**config.mk**
```make
export PLATFORM = sky130hd
export DESIGN_NAME = uart_time_tx
export DESIGN_NICKNAME = d
export VERILOG_FILES = /design/src/rtl/clock_pkg.sv /design/src/rtl/uart_tx_byte.sv /design/src/rtl/uart_time_tx.sv
export SDC_FILE = /design/constraint.sdc
export NUM_CORES = 1
export LEC_CHECK = 0
export BUFFER_PORTS_ARGS = -buffer_cell sky130_fd_sc_hd__buf_4
export CORE_MARGIN = 1
export CORE_UTILIZATION = 62
export DETAILED_ROUTE_END_ITERATION = 7
export PLACE_DENSITY = 0.84
export REMOVE_ABC_BUFFERS = 1
export SYNTH_ARGS = -nofsm -noshare
export SYNTH_HDL_FRONTEND = slang
export SYNTH_HIERARCHICAL = 1
export SYNTH_SLANG_ARGS = --single-unit
```
**constraint.sdc**
```tcl
create_clock -name clk -period 4.8 [get_ports clk]
set_input_delay 1.44 -clock clk [delete_from_list [all_inputs] [get_ports clk]]
set_output_delay 1.44 -clock clk [all_outputs]
set_load 0.1 [all_outputs]
```
**src/rtl/clock_pkg.sv**
```systemverilog
// clock_pkg: shared constants, state encodings and ASCII helper for the clock's UART paths
package clock_pkg;
    localparam int         CLKS_PER_BIT_DEFAULT = 4;
    localparam logic [7:0] PAD_DEFAULT          = 8'h3F;
    localparam logic [7:0] ASCII_ZERO           = 8'h30;
    localparam logic [7:0] ASCII_COLON          = 8'h3A;
    localparam logic [7:0] ASCII_CR             = 8'h0D;
    localparam logic [7:0] ASCII_LF             = 8'h0A;
    localparam int         LINE_LEN             = 7;

    typedef enum logic [1:0] {SEQ_IDLE, SEQ_LOAD, SEQ_WAIT, SEQ_FINISH} seq_state_t;
    typedef enum logic [1:0] {SER_IDLE, SER_START, SER_DATA, SER_STOP} ser_state_t;

    function automatic logic [7:0] digit_ascii(input logic [3:0] d, input logic [7:0] pad);
        return (d <= 4'd9) ? ASCII_ZERO + {4'h0, d} : pad;
    endfunction
endpackage

```
**src/rtl/uart_tx_byte.sv**
```systemverilog
// uart_tx_byte: 8N1 byte serializer with ready/valid hand-off and back-to-back frames
module uart_tx_byte
    import clock_pkg::*;
#(
    parameter int CLKS_PER_BIT = CLKS_PER_BIT_DEFAULT
) (
    input  logic       clk,
    input  logic       reset_,
    input  logic [7:0] data,
    input  logic       valid,
    output logic       Tx,
    output logic       ready
);
    localparam int BW = (CLKS_PER_BIT > 1) ? $clog2(CLKS_PER_BIT) : 1;

    ser_state_t    state, state_n;
    logic [BW-1:0] baud;
    logic [2:0]    bit_idx;
    logic [7:0]    sh, sh_n;
    logic          wrap, load, tx_n;

    assign wrap  = baud == BW'(CLKS_PER_BIT - 1);
    assign ready = state == SER_IDLE || (state == SER_STOP && wrap);
    assign load  = ready && valid;

    // state register
    always_ff @(posedge clk)
        state <= !reset_ ? SER_IDLE : state_n;

    // next state: a new byte at stop end goes straight to another start bit
    always_comb begin
        state_n = state;
        case (state)
            SER_IDLE:  state_n = valid ? SER_START : SER_IDLE;
            SER_START: state_n = wrap ? SER_DATA : SER_START;
            SER_DATA:  state_n = (wrap && bit_idx == 3'd7) ? SER_STOP : SER_DATA;
            SER_STOP:  state_n = wrap ? (valid ? SER_START : SER_IDLE) : SER_STOP;
            default:   state_n = SER_IDLE;
        endcase
    end

    // output decode: next line level computed from the next state so Tx can be a flop
    always_comb begin
        sh_n = load ? data : (state == SER_DATA && wrap) ? sh >> 1 : sh;
        tx_n = (state_n == SER_START) ? 1'b0 : (state_n == SER_DATA) ? sh_n[0] : 1'b1;
    end

    // baud/bit counters, shift register and registered line
    always_ff @(posedge clk) begin
        if (!reset_) begin
            baud    <= '0;
            bit_idx <= '0;
            sh      <= '0;
            Tx      <= 1'b1;
        end else begin
            baud    <= (load || wrap || state == SER_IDLE) ? '0 : baud + BW'(1);
            bit_idx <= load ? 3'd0 : (state == SER_DATA && wrap) ? bit_idx + 3'd1 : bit_idx;
            sh      <= sh_n;
            Tx      <= tx_n;
        end
    end
endmodule

```
**src/rtl/uart_time_tx.sv**
```systemverilog
// uart_time_tx: sends the latched time as the ASCII line "HH:MM\r\n" over UART 8N1
module uart_time_tx
    import clock_pkg::*;
#(
    parameter int         CLKS_PER_BIT = CLKS_PER_BIT_DEFAULT,
    parameter logic [7:0] PAD_CHAR     = PAD_DEFAULT
) (
    input  logic       clk,
    input  logic       reset_,
    input  logic       send,
    input  logic [3:0] hour_tens,
    input  logic [3:0] hour_units,
    input  logic [3:0] min_tens,
    input  logic [3:0] min_units,
    output logic       Tx,
    output logic       busy,
    output logic       done
);
    seq_state_t state, state_n;
    logic [3:0] dig [4];
    logic [2:0] idx;
    logic [7:0] cur_char, ser_data;
    logic       ser_valid, ser_ready, accept;

    assign accept = (state == SEQ_IDLE || state == SEQ_FINISH) && send;

    // state register
    always_ff @(posedge clk)
        state <= !reset_ ? SEQ_IDLE : state_n;

    // next state: char 0 is handed off on the accept edge, the rest queue up behind the serializer
    always_comb begin
        state_n = state;
        case (state)
            SEQ_IDLE, SEQ_FINISH: state_n = send ? SEQ_WAIT : SEQ_IDLE;
            SEQ_LOAD: state_n = ser_ready ? SEQ_WAIT : SEQ_LOAD;
            SEQ_WAIT: state_n = (idx != 3'(LINE_LEN - 1)) ? SEQ_LOAD :
                                ser_ready ? SEQ_FINISH : SEQ_WAIT;
            default:  state_n = SEQ_IDLE;
        endcase
    end

    // character at the current line index
    always_comb begin
        cur_char = ASCII_LF;
        case (idx)
            3'd0:    cur_char = digit_ascii(dig[0], PAD_CHAR);
            3'd1:    cur_char = digit_ascii(dig[1], PAD_CHAR);
            3'd2:    cur_char = ASCII_COLON;
            3'd3:    cur_char = digit_ascii(dig[2], PAD_CHAR);
            3'd4:    cur_char = digit_ascii(dig[3], PAD_CHAR);
            3'd5:    cur_char = ASCII_CR;
            default: cur_char = ASCII_LF;
        endcase
    end

    // outputs: on accept the first digit goes straight from the inputs so the start bit has no extra latency
    always_comb begin
        ser_valid = accept || state == SEQ_LOAD;
        ser_data  = accept ? digit_ascii(hour_tens, PAD_CHAR) : cur_char;
        busy      = state == SEQ_LOAD || state == SEQ_WAIT;
        done      = state == SEQ_FINISH;
    end

    // digit latch and character index
    always_ff @(posedge clk) begin
        if (!reset_) begin
            dig <= '{4'h0, 4'h0, 4'h0, 4'h0};
            idx <= '0;
        end else if (accept) begin
            dig <= '{hour_tens, hour_units, min_tens, min_units};
            idx <= '0;
        end else if (state == SEQ_WAIT && state_n == SEQ_LOAD) begin
            idx <= idx + 3'd1;
        end
    end

    uart_tx_byte #(.CLKS_PER_BIT(CLKS_PER_BIT)) u_ser (
        .clk    (clk),
        .reset_ (reset_),
        .data   (ser_data),
        .valid  (ser_valid),
        .Tx     (Tx),
        .ready  (ser_ready)
    );
endmodule

```
==> flow_metrics.py <==
metrics = {
    "clocking": {
        "tritoncts": "yes",
        "clkTransAtPathRegs_ps": 100,
        "cts_hold_buffers": 0,
        "clkLatencyLatePin_ps": 320,
        "post_cts_resized": 0,
        "cts.sinks": 37,
        "cts_max_path_buffers": 2,
        "root_buffer": "clkbuf_4",
        "htreeDepth": 2,
        "cts_buffers": 5,
        "postCtsSetupRepairBufs": 0,
    },
    "critical_path": {
        "crit_fanout": 5,
        "crit_type": "reg2out",
        "cp_data_arrival_time_ps": 1520,
        "crit_top_cell": "inv_1",
        "critPathMaxStageDelay_ps": 370,
        "crit_chain": "inv_1, ha_1, inv_1, buf_4",
        "reg2reg_to": "u_ser/Tx$_SDFF_PN1_",
        "critPathBufInv": 3,
        "endpoint_kind": "output port",
        "worstSetupStartpointType": "flip-flop",
        "rr_worst_depth": 7,
        "crit_path_start": "state[0]$_SDFF_PN0_",
        "cp_slowest_cell": "dfxtp_1",
        "r2r_setup_slack_ps": 2480,
        "worstReg2RegStart": "state[0]$_SDFF_PN0_",
        "cp_top_family": "buffers and inverters",
        "cp.required_ps": 3360,
    },
    "die": {
        "boundaryPins": 22,
        "core.rowCount": 20,
        "dieArea_sq_um": 3540,
        "fp.dieH_um": 59.5,
        "die_x_um": 59.5,
        "start_util_pct": 66.1,
        "core_area_sq_um": 3100,
    },
    "finish": {
        "drive_above_1_share_pct": 13.7,
        "final_area_sq_um": 2230,
        "diodes": 0,
        "areaGrowthSynthToFinish_pct": 8.72,
        "nets": 286,
        "final_cells": 300,
        "final_util_pct": 71.9,
        "num-fill-cells": 246,
    },
    "global_route": {
        "grt_max_degree": 34,
        "grt-ovfl-total": 0,
        "grt_pass1_vias": 1351,
        "grt_pass1_wl_um": 5780,
        "track_usage_pct": 21.5,
        "grt_antenna_before_repair": 0,
    },
    "logic_synthesis": {
        "synth_area_per_cell_sq_um": 8.58,
        "synth-edff-count": 0,
        "synth_area_sq_um": 2050,
        "yosys.area.top_type": "dfxtp_1",
        "ys_warn_count": 6,
        "async_flop_share_pct": 0,
        "yosys_register_bits": 37,
        "ys_seq_area_share_pct": 36.1,
        "netlist_top_cells_area": "dfxtp_1, nand2_1, ha_1",
        "synth_ff_type": "dfxtp_1",
        "syn_inst": 239,
        "netlist.area_leader.share_pct": 36.1,
        "yosysUniqueCellTypes": 53,
    },
    "timing": {
        "grt_setup_unrepaired": "no",
        "period_share_pct": 61.7,
        "finalCriticalPeriod_ps": 2960,
        "worst_slack_ps": 1840,
        "fmax_mhz": 337,
        "drv_slew": 0,
        "slew_headroom_pct": 50.7,
        "finClkSkew_ps": 7.52,
        "setup_viol": 0,
        "tightestPinTransition_ps": 738,
        "fin_hold_ws_ps": 471,
        "hold_viol": 0,
        "finalSetupTns_ps": 0,
    },
    "power_and_ir_drop": {
        "peakVddDrop_mv": 0.215,
        "p_leak_nw": 1.04,
        "p_total_uw": 630,
        "p_per_area_nw_per_um2": 283,
    },
    "worst_hold_path": {
        "hold_class": "reg2reg",
        "hp-start": "dig[0]$_SDFFE_PN0P_",
        "hold_path_depth": 2,
        "hold_end": "dig[0]$_SDFFE_PN0P_",
    },
    "drt": {
        "initialDrtViolationCount": 80,
        "dr.pass1.iters": 4,
        "wl_um": 3590,
        "ant_nets": 0,
        "viasPerCell": 5.47,
        "wl_per_cell_um": 12.0,
        "dr_total_vias": 1640,
        "drc": 0,
    },
    "run": {
        "maxCapViolCount": 0,
    },
    "status": {
        "status": "completed",
    },
    "placement": {
        "dp.cells": 292,
        "dp_slack_ps": 1690,
        "io_buffers": 21,
        "placed_area_sq_um": 2180,
        "dp_hpwl_um": 2590,
        "place_congestion": 0.768,
    },
}
## cell usage after synthesis (2+ instances only)
cell type	number
buf_6	3
dfxtp_1	37
a21boi_0	17
buf_2	5
clkbuf_1	2
ha_1	12
a21o_1	3
nor3_1	3
a21oi_1	9
o211a_1	6
nand3_1	2
and3_1	2
buf_4	2
a31oi_1	2
nor2_1	12
nand3b_1	2
inv_1	9
nor2b_1	5
mux2i_1	11
o21a_1	2
nand2_1	50
o21ai_0	11
and2_1	2
## state kept, by name, summed over array words and instances (netlist names)
register and cells:
dig 16, u_ser/baud 2, idx 3, u_ser/Tx 1, u_ser/state 2, u_ser/sh 8
state 2, u_ser/bit_idx 3
## worst register-to-register path, delay by kind of cell (launching register included)
| kind | cells | cell delay, ps |
|---|---|---|
| simple gates | 2 | 800 |
| flops | 1 | 370 |
| compound gates | 2 | 340 |
| fa+ha+maj | 1 | 320 |
| mux | 1 | 310 |
| buf+inv | 1 | 60 |
## routing by layer
layer / global-route usage [%] / wire length, um / share of wire [%]
met5: 0 / 0 / 0
met3: 5.24 / 182 / 5.1
met1: 29.0 / 1840 / 51
met2: 34.0 / 1540 / 43
met4: 5.98 / 22 / 0.61
## cell families after synthesis
| group | count (synthesis) | share of synthesized area [%] |
|---|---|---|
| multiplexers | 13 | 6.47 |
| XOR/XNOR | 2 | 0.854 |
| AO/OA/AOI/OAI | 65 | 23.7 |
| buffers and inverters | 22 | 5.86 |
| other | 1 | 0.183 |
| flip-flops | 37 | 36.1 |
| AND/OR/NAND/NOR | 87 | 19.5 |
| adder cells (fa/ha/maj) | 12 | 7.32 |
## cells in the final DEF (no fill, tap or decap), drive strengths merged, types with 2 or more instances in the layout
master	synthesis	final
mux2	2	2
nor3	3	3
mux2i	11	11
clkbuf	3	8
buf	10	21
a21o	3	3
a31oi	2	2
nand2	50	50
conb	1	2
inv	9	9
and2	3	3
o211a	6	6
nand3	2	2
dfxtp	37	37
and3	2	2
nor2	13	13
a21boi	17	17
o21a	2	2
or2	2	2
ha	12	12
nor2b	5	5
nand3b	2	2
o21ai	12	12
a21oi	9	9
## layout make-up
cell class / instances / area (sq um) / share of cell area, %
clock buffers: 8 / 48.8 / 2.19
repair buffers: 21 / 158 / 7.07
multi-input cells: 181 / 1190 / 53.5
well taps: 44 / 55.1 / 2.47
flip-flops and latches: 37 / 741 / 33.2
inverters: 9 / 33.8 / 1.52
## worst max path at each step
stage / to / slack (ps) / cells after the start
3_3_place_gp: u_ser/Tx$_SDFF_PN1_ / 1730 / 6
5_1_grt: busy / 1710 / 4
2_1_floorplan: busy / 2030 / 3
6_report: busy / 1840 / 4
3_5_place_dp: u_ser/Tx$_SDFF_PN1_ / 1690 / 6
4_1_cts: busy / 1810 / 4
## report_power, final
part	total [mW]	internal (mW)	switching [mW]
clock network	0.150	0.0585	0.0911
logic	0.133	0.0553	0.0782
registers	0.347	0.330	0.0175
No activity file was read; power rests on OpenSTA's default activity.
